$ cat config.mk
export PLATFORM = sky130hd
export DESIGN_NAME = riscv_regfile
export DESIGN_NICKNAME = d
export VERILOG_FILES = /design/src/rtl/riscv_regfile.sv
export SDC_FILE = /design/constraint.sdc
export NUM_CORES = 2
export LEC_CHECK = 0
export CAP_MARGIN = 10
export CORE_MARGIN = 2
export CORE_UTILIZATION = 30
export DETAILED_ROUTE_END_ITERATION = 10
export GPL_TIMING_DRIVEN = 1
export PLACE_DENSITY = 0.58
export SLEW_MARGIN = 20
export SYNTH_ARGS = -nofsm -noshare
export SYNTH_HDL_FRONTEND = slang
export SYNTH_SLANG_ARGS = --single-unit
$ cat constraint.sdc
create_clock -name clock -period 4.38 [get_ports clock]
set_clock_uncertainty 0.05 [all_clocks]
set_input_delay 0.657 -clock clock [delete_from_list [all_inputs] [get_ports clock]]
set_output_delay 0.657 -clock clock [all_outputs]
set_load 0.1 [all_outputs]
$ cat src/rtl/riscv_regfile.sv
// riscv_regfile
// Architectural register file with a per-register lock scoreboard. Each
// register carries a small pending-writer counter so that several in-flight
// producers can hold a lock on the same destination. Index 0 is hard-wired
// to zero and can never be locked.
module riscv_regfile #(
  parameter int REGISTER_PORTS = 2,
  parameter int LOCK_CNT_W     = 2
) (
  input  logic                                 clock,
  input  logic                                 reset,
  input  logic [REGISTER_PORTS-1:0]            register_lock_en,
  input  logic [REGISTER_PORTS-1:0][4:0]       register_lock,
  input  logic [REGISTER_PORTS-1:0]            register_write_en,
  input  logic [REGISTER_PORTS-1:0][4:0]       register_write,
  input  logic [REGISTER_PORTS-1:0][31:0]      register_write_data,
  output logic [31:0][31:0]                    register,
  output logic [31:0]                          register_locked,
  output logic                                 scoreboard_err,
  output logic [63:0]                          write_count
);

  // Counter arithmetic is done two bits wider than the counter so that
  // both overflow (cnt + P) and underflow (0 - P) are representable.
  localparam int CW = LOCK_CNT_W + 2;
  localparam logic [LOCK_CNT_W-1:0] CNT_MAX   = {LOCK_CNT_W{1'b1}};
  localparam logic signed [CW-1:0]  CNT_MAX_S = $signed({2'b00, CNT_MAX});
  localparam logic signed [CW-1:0]  ZERO_S    = $signed({CW{1'b0}});
  localparam logic [CW-1:0]         ONE_CW    = {{(CW-1){1'b0}}, 1'b1};

  logic [LOCK_CNT_W-1:0] cnt_r      [32];
  logic [LOCK_CNT_W-1:0] cnt_next_s [32];
  logic [CW-1:0]         inc_s      [32];
  logic [CW-1:0]         dec_s      [32];
  logic signed [CW-1:0]  sum_s      [32];
  logic [31:0]           err_vec_s;
  logic [31:0][31:0]     reg_next_s;
  logic [63:0]           wc_inc_s;

  // Number of ports whose enable is set and whose index equals r.
  function automatic logic [CW-1:0] count_hits(
    input logic [REGISTER_PORTS-1:0]      en,
    input logic [REGISTER_PORTS-1:0][4:0] idx,
    input logic [4:0]                     r
  );
    logic [CW-1:0] n;
    n = {CW{1'b0}};
    for (int p = 0; p < REGISTER_PORTS; p++) begin
      if (en[p] && (idx[p] == r)) begin
        n = n + ONE_CW;
      end else begin
        n = n;
      end
    end
    return n;
  endfunction

  // Number of active write ports that target a real (non-x0) register.
  function automatic logic [63:0] count_writes(
    input logic [REGISTER_PORTS-1:0]      en,
    input logic [REGISTER_PORTS-1:0][4:0] idx
  );
    logic [63:0] n;
    n = 64'd0;
    for (int p = 0; p < REGISTER_PORTS; p++) begin
      if (en[p] && (idx[p] != 5'd0)) begin
        n = n + 64'd1;
      end else begin
        n = n;
      end
    end
    return n;
  endfunction

  // Next pending count per register, with saturation/clamp and error flags.
  always_comb begin
    for (int r = 0; r < 32; r++) begin
      inc_s[r] = count_hits(register_lock_en, register_lock, 5'(r));
      dec_s[r] = count_hits(register_write_en, register_write, 5'(r));
      sum_s[r] = $signed({2'b00, cnt_r[r]}) + $signed(inc_s[r]) - $signed(dec_s[r]);
      if (r == 0) begin
        cnt_next_s[r] = {LOCK_CNT_W{1'b0}};
        err_vec_s[r]  = 1'b0;
      end else if (sum_s[r] > CNT_MAX_S) begin
        cnt_next_s[r] = CNT_MAX;
        err_vec_s[r]  = 1'b1;
      end else if (sum_s[r] < ZERO_S) begin
        cnt_next_s[r] = {LOCK_CNT_W{1'b0}};
        err_vec_s[r]  = 1'b1;
      end else begin
        cnt_next_s[r] = sum_s[r][LOCK_CNT_W-1:0];
        // A write landing on a register nobody had locked is still flagged
        // even when a same-cycle lock keeps the arithmetic in range.
        err_vec_s[r]  = (cnt_r[r] == {LOCK_CNT_W{1'b0}}) && (dec_s[r] != {CW{1'b0}});
      end
    end
  end

  // Next register contents: ports applied in ascending order so the highest port wins.
  always_comb begin
    reg_next_s = register;
    for (int p = 0; p < REGISTER_PORTS; p++) begin
      reg_next_s[register_write[p]] =
        (register_write_en[p] && (register_write[p] != 5'd0)) ?
        register_write_data[p] : reg_next_s[register_write[p]];
    end
    reg_next_s[0] = 32'h0000_0000;
    wc_inc_s      = count_writes(register_write_en, register_write);
  end

  // Locked vector straight from the counter flops; x0 never locks.
  always_comb begin
    register_locked[0] = 1'b0;
    for (int r = 1; r < 32; r++) begin
      register_locked[r] = |cnt_r[r];
    end
  end

  // State update: registers, counters, sticky error and writeback counter.
  always_ff @(posedge clock or negedge reset) begin
    if (!reset) begin
      register       <= '0;
      scoreboard_err <= 1'b0;
      write_count    <= 64'd0;
      for (int r = 0; r < 32; r++) begin
        cnt_r[r] <= {LOCK_CNT_W{1'b0}};
      end
    end else begin
      register       <= reg_next_s;
      scoreboard_err <= scoreboard_err | (|err_vec_s);
      write_count    <= write_count + wc_inc_s;
      for (int r = 0; r < 32; r++) begin
        cnt_r[r] <= cnt_next_s[r];
      end
    end
  end

endmodule

==> key figures <==
Placed design
  – Port Buf Inserts: 1177
  – Placed cell areas: 109000 µm²
  – Gpl congestion: 1.09
  – DP Cell Count: 15000
  – DPL Wire Length: between 500 and 600 mm

Final layout
  – Fillers: 25400
  – Synth-to-Final Area Change: 48.7%
  – Share of cells above drive strength 1: 26.6%
  – Nets: approximately 12000
  – Post-route insts no fill: 15300
  – Final Instance Area: 115000 µm²

Die
  – Die W: 512 µm
  – Top Ports: 1211
  – Starting Density: 30.2%
  – Die area: 263000 µm²
  – Row count: between 150 and 200
  – Die Ht: 512 µm
  – Core footprint: 257000 µm²

CTS
  – CTS tree: built
  – CTS max path bufs: 3
  – Clock sink count: 1119
  – Root buf cell: clkbuf_16
  – Worst-skew pair later-pin latency: 890 ps
  – Clk slew on worst S/H paths: approximately 70 ps
  – Total CTS buffers: 150
  – Htree depth: 4

Drt
  – DRC Markers: 0
  – Drt pass-1 iters: 9
  – Drt first-iter violations: approximately 17000
  – Post-route ant nets: 0
  – Routed WL: about 700 mm
  – WL/cell: 45.7 µm
  – Vias post-DR: 100000
  – Routed vias/inst: 6.54

GRT
  – First-pass GRT wire length: around 900 mm
  – Number of global-route vias before repair: 91300
  – Gr usage total: 51.3%
  – Maximum number of pins on one net before global-route repair: 131
  – GRT Residual Overflow: 0
  – Initial antenna violation count: 68

Timing
  – PnR worst setup slack: -117 ps
  – FMAX: roughly 220 MHz
  – Hold Fails Final Rpt: 0
  – Final Cycle Share: 103%
  – Setup violators final: around 200
  – RSZ-0062 raised after global routing: yes
  – Slew @ Worst Pin: between 1000 and 1500 ps
  – Max-slew violation count: 0
  – Final min period: 4500 ps
  – Worst rel slew slack: 16.4%

Critical path
  – Slowest stage delay, CP: roughly 360 ps
  – CP most frequent cell: buf_4
  – Crit path buffers/inverters: 10
  – CP Cell Sequence: buf_4 > buf_4 > buf_12 > buf_12 > nor2b_2 > buf_4 > buf_4 > buf_4 > nand2b_1 > a21o_1 > nand4_1 > and2_1 > buf_12 > o21ai_0 > o211ai_1 > nand4_1 > buf_4 > o22ai_1 > buf_4 > o21ai_0
  – Slowest cell on crit path: o211ai_1
  – Crit path launch type: primary input
  – CP Class: in2reg
  – CP Capture Type: register
  – Worst EP required: about 5100 ps
  – Crit path DAT: 5170 ps
  – Top delay family on crit path: buffers and inverters
  – Max FO, Critical Path: 18

Synth
  – Top cell type's share of synthesized area: 36.1%
  – Post-synth EDFFs: 0
  – Yosys warnings: 0
  – Synth cell types: roughly 110
  – Ys flop type: dfrtp_1
  – Post-synthesis cell count: approximately 9100
  – Synth area leaders: dfrtp_1 36%, mux4_2 5.9%, nand2_1 5.8%
  – Largest area contributor in the netlist: dfrtp_1
  – Synthesized cell area: 77500 µm²
  – Asr flop ratio synth: between 90% and 100%
  – Avg Cell Area, Syn: 8.51 µm²
  – FF+latch count, synth: 1119
  – Sequential element share of the synthesized area: 36.1%

Hold path
  – HP Class: in2async

Status
  – Failing checks: negative setup slack
  – Outcome: finished with violations

Power
  – Leak: 49.3 nW
  – Power Density: 689 nW/µm²
  – Pwr Total: 79.4 mW
  – VDD IR max: 0.000600 V

Run
  – Number of max-cap violations: 0
-- repair_timing --
item,CTS,global route
setup buffers,7,18
setup endpoints to repair,129,424
endpoints found under the hold margin,28,0
hold buffers,1,0
pin swaps,5,13
resized for setup,15,90
gates cloned,0,4
-- flip-flops by register name (all words and copies together) (netlist names) --
signal / cells
cnt_r: 62
register: 992
scoreboard_err: 1
write_count: 64
-- cell usage after synthesis (all sizes together), types with 17 or more instances --
cell type / count
o22ai: 102
a31oi: 52
o2111ai: 37
or2: 45
o21ai: 907
o211ai: 362
and2: 63
mux2: 61
o31ai: 51
a221o: 23
nand2b: 39
xor2: 29
nand4: 61
a22o: 36
o21a: 31
a221oi: 46
nor2b: 28
a21o: 26
clkbuf: 551
a21oi: 859
nor3: 83
o22a: 17
o221ai: 36
a2111oi: 28
nand3: 114
nor4: 34
buf: 398
and3: 34
a211oi: 279
xnor2: 58
or3: 21
a22oi: 166
inv: 343
ha: 189
nor2: 879
mux4: 219
dfrtp: 1119
mux2i: 178
nand2: 1197
fa: 63
-- stage by stage --
step | setup TNS (ps) | utilization [%] | hold slack (ps) | setup WS (ps)
after global placement | -664010 | 42.6 | 403 | -1230
final | -8750 | 44.9 | 253 | -117
after floorplan | -3690 | - | 311 | -367
after CTS | 0 | 44.6 | 243 | 22.7
after detailed placement | -670180 | 42.6 | 413 | -1320
after global routing | -1200 | 44.8 | 281 | -110
-- area by class of cell --
| cell class | count | area [µm²] | share of cell area [%] |
|---|---|---|---|
| sequential | 1119 | 28000 | 24.3 |
| inverter | 345 | 1300 | 1.13 |
| timing repair buffer | 3401 | 31200 | 27.0 |
| clock buffer | 211 | 4280 | 3.72 |
| multi-input combinational | 6728 | 45400 | 39.4 |
| antenna | 58 | 145 | 0.126 |
| tap | 3384 | 4230 | 3.67 |
| clock inverter | 59 | 762 | 0.661 |
-- power breakdown --
group	switching, mW	total [mW]	internal [mW]
combinational	35.2	48.3	13.1
sequential	4.64	17.8	13.2
clock	5.84	13.2	7.36
total	45.7	79.4	33.7
-- metal layers --
layer / up-vias / GRT usage (%) / wire length [µm]
li1: 38400 / - / -
met1: 50200 / 64.8 / 263000
met2: 9275 / 70.7 / 276000
met3: 2125 / 19.8 / 96500
met4: 40 / 36.8 / 63200
met5: - / 0 / 310
-- path summary, 6_finish.rpt --
path,from,to,slack (ps),cells after the start
max,register_write[3],register[907]$_DFF_PN0_,-120,20
min,reset,write_count[15]$_DFF_PN0_,250,2
max reg2reg,register[993]$_DFF_PN0_,register[673]$_DFF_PN0_,-70,15
min reg2reg,write_count[63]$_DFF_PN0_,write_count[63]$_DFF_PN0_,420,1
max in group asynchronous,reset,register[212]$_DFF_PN0_,2570,3
min in group clock,write_count[63]$_DFF_PN0_,write_count[63]$_DFF_PN0_,420,1
-- cells in the final DEF (no fill, tap or decap), types with 32 or more instances in the layout --
master and n:
a31oi_1 36, clkbuf_16 153, dfrtp_1 1109, clkdlybuf4s50_1 1103, a22o_1 36, fa_1 50, nand2b_1 36, nor3_1 74
o2111ai_1 36, or2_2 44, o221ai_1 32, xnor2_1 57, buf_4 2044, nand2_1 1187, o31ai_1 47, o21ai_0 879
mux2_2 60, nor2_1 824, a21oi_1 831, conb_1 33, diode_2 58, ha_1 165, mux4_2 205, buf_12 216
nand4_1 61, o22ai_1 100, and3_1 33, nor2_4 35, inv_1 325, a22oi_1 162, a221oi_1 39, and2_1 61
a211oi_1 263, nand3_1 108, mux2i_1 176, o211ai_1 362
-- kinds of logic after synthesis --
kind of cell / Yosys count / synth area share (%)
compound gates: 3213 / 26.1
xor+xnor: 87 / 0.983
fa+ha+maj: 252 / 4.68
buf+inv: 1295 / 7.52
flops: 1119 / 36.1
mux: 458 / 9.62
other cells: 1 / 0.00484
simple gates: 2685 / 14.9
Note: power is estimated with default switching activity, not from simulation.
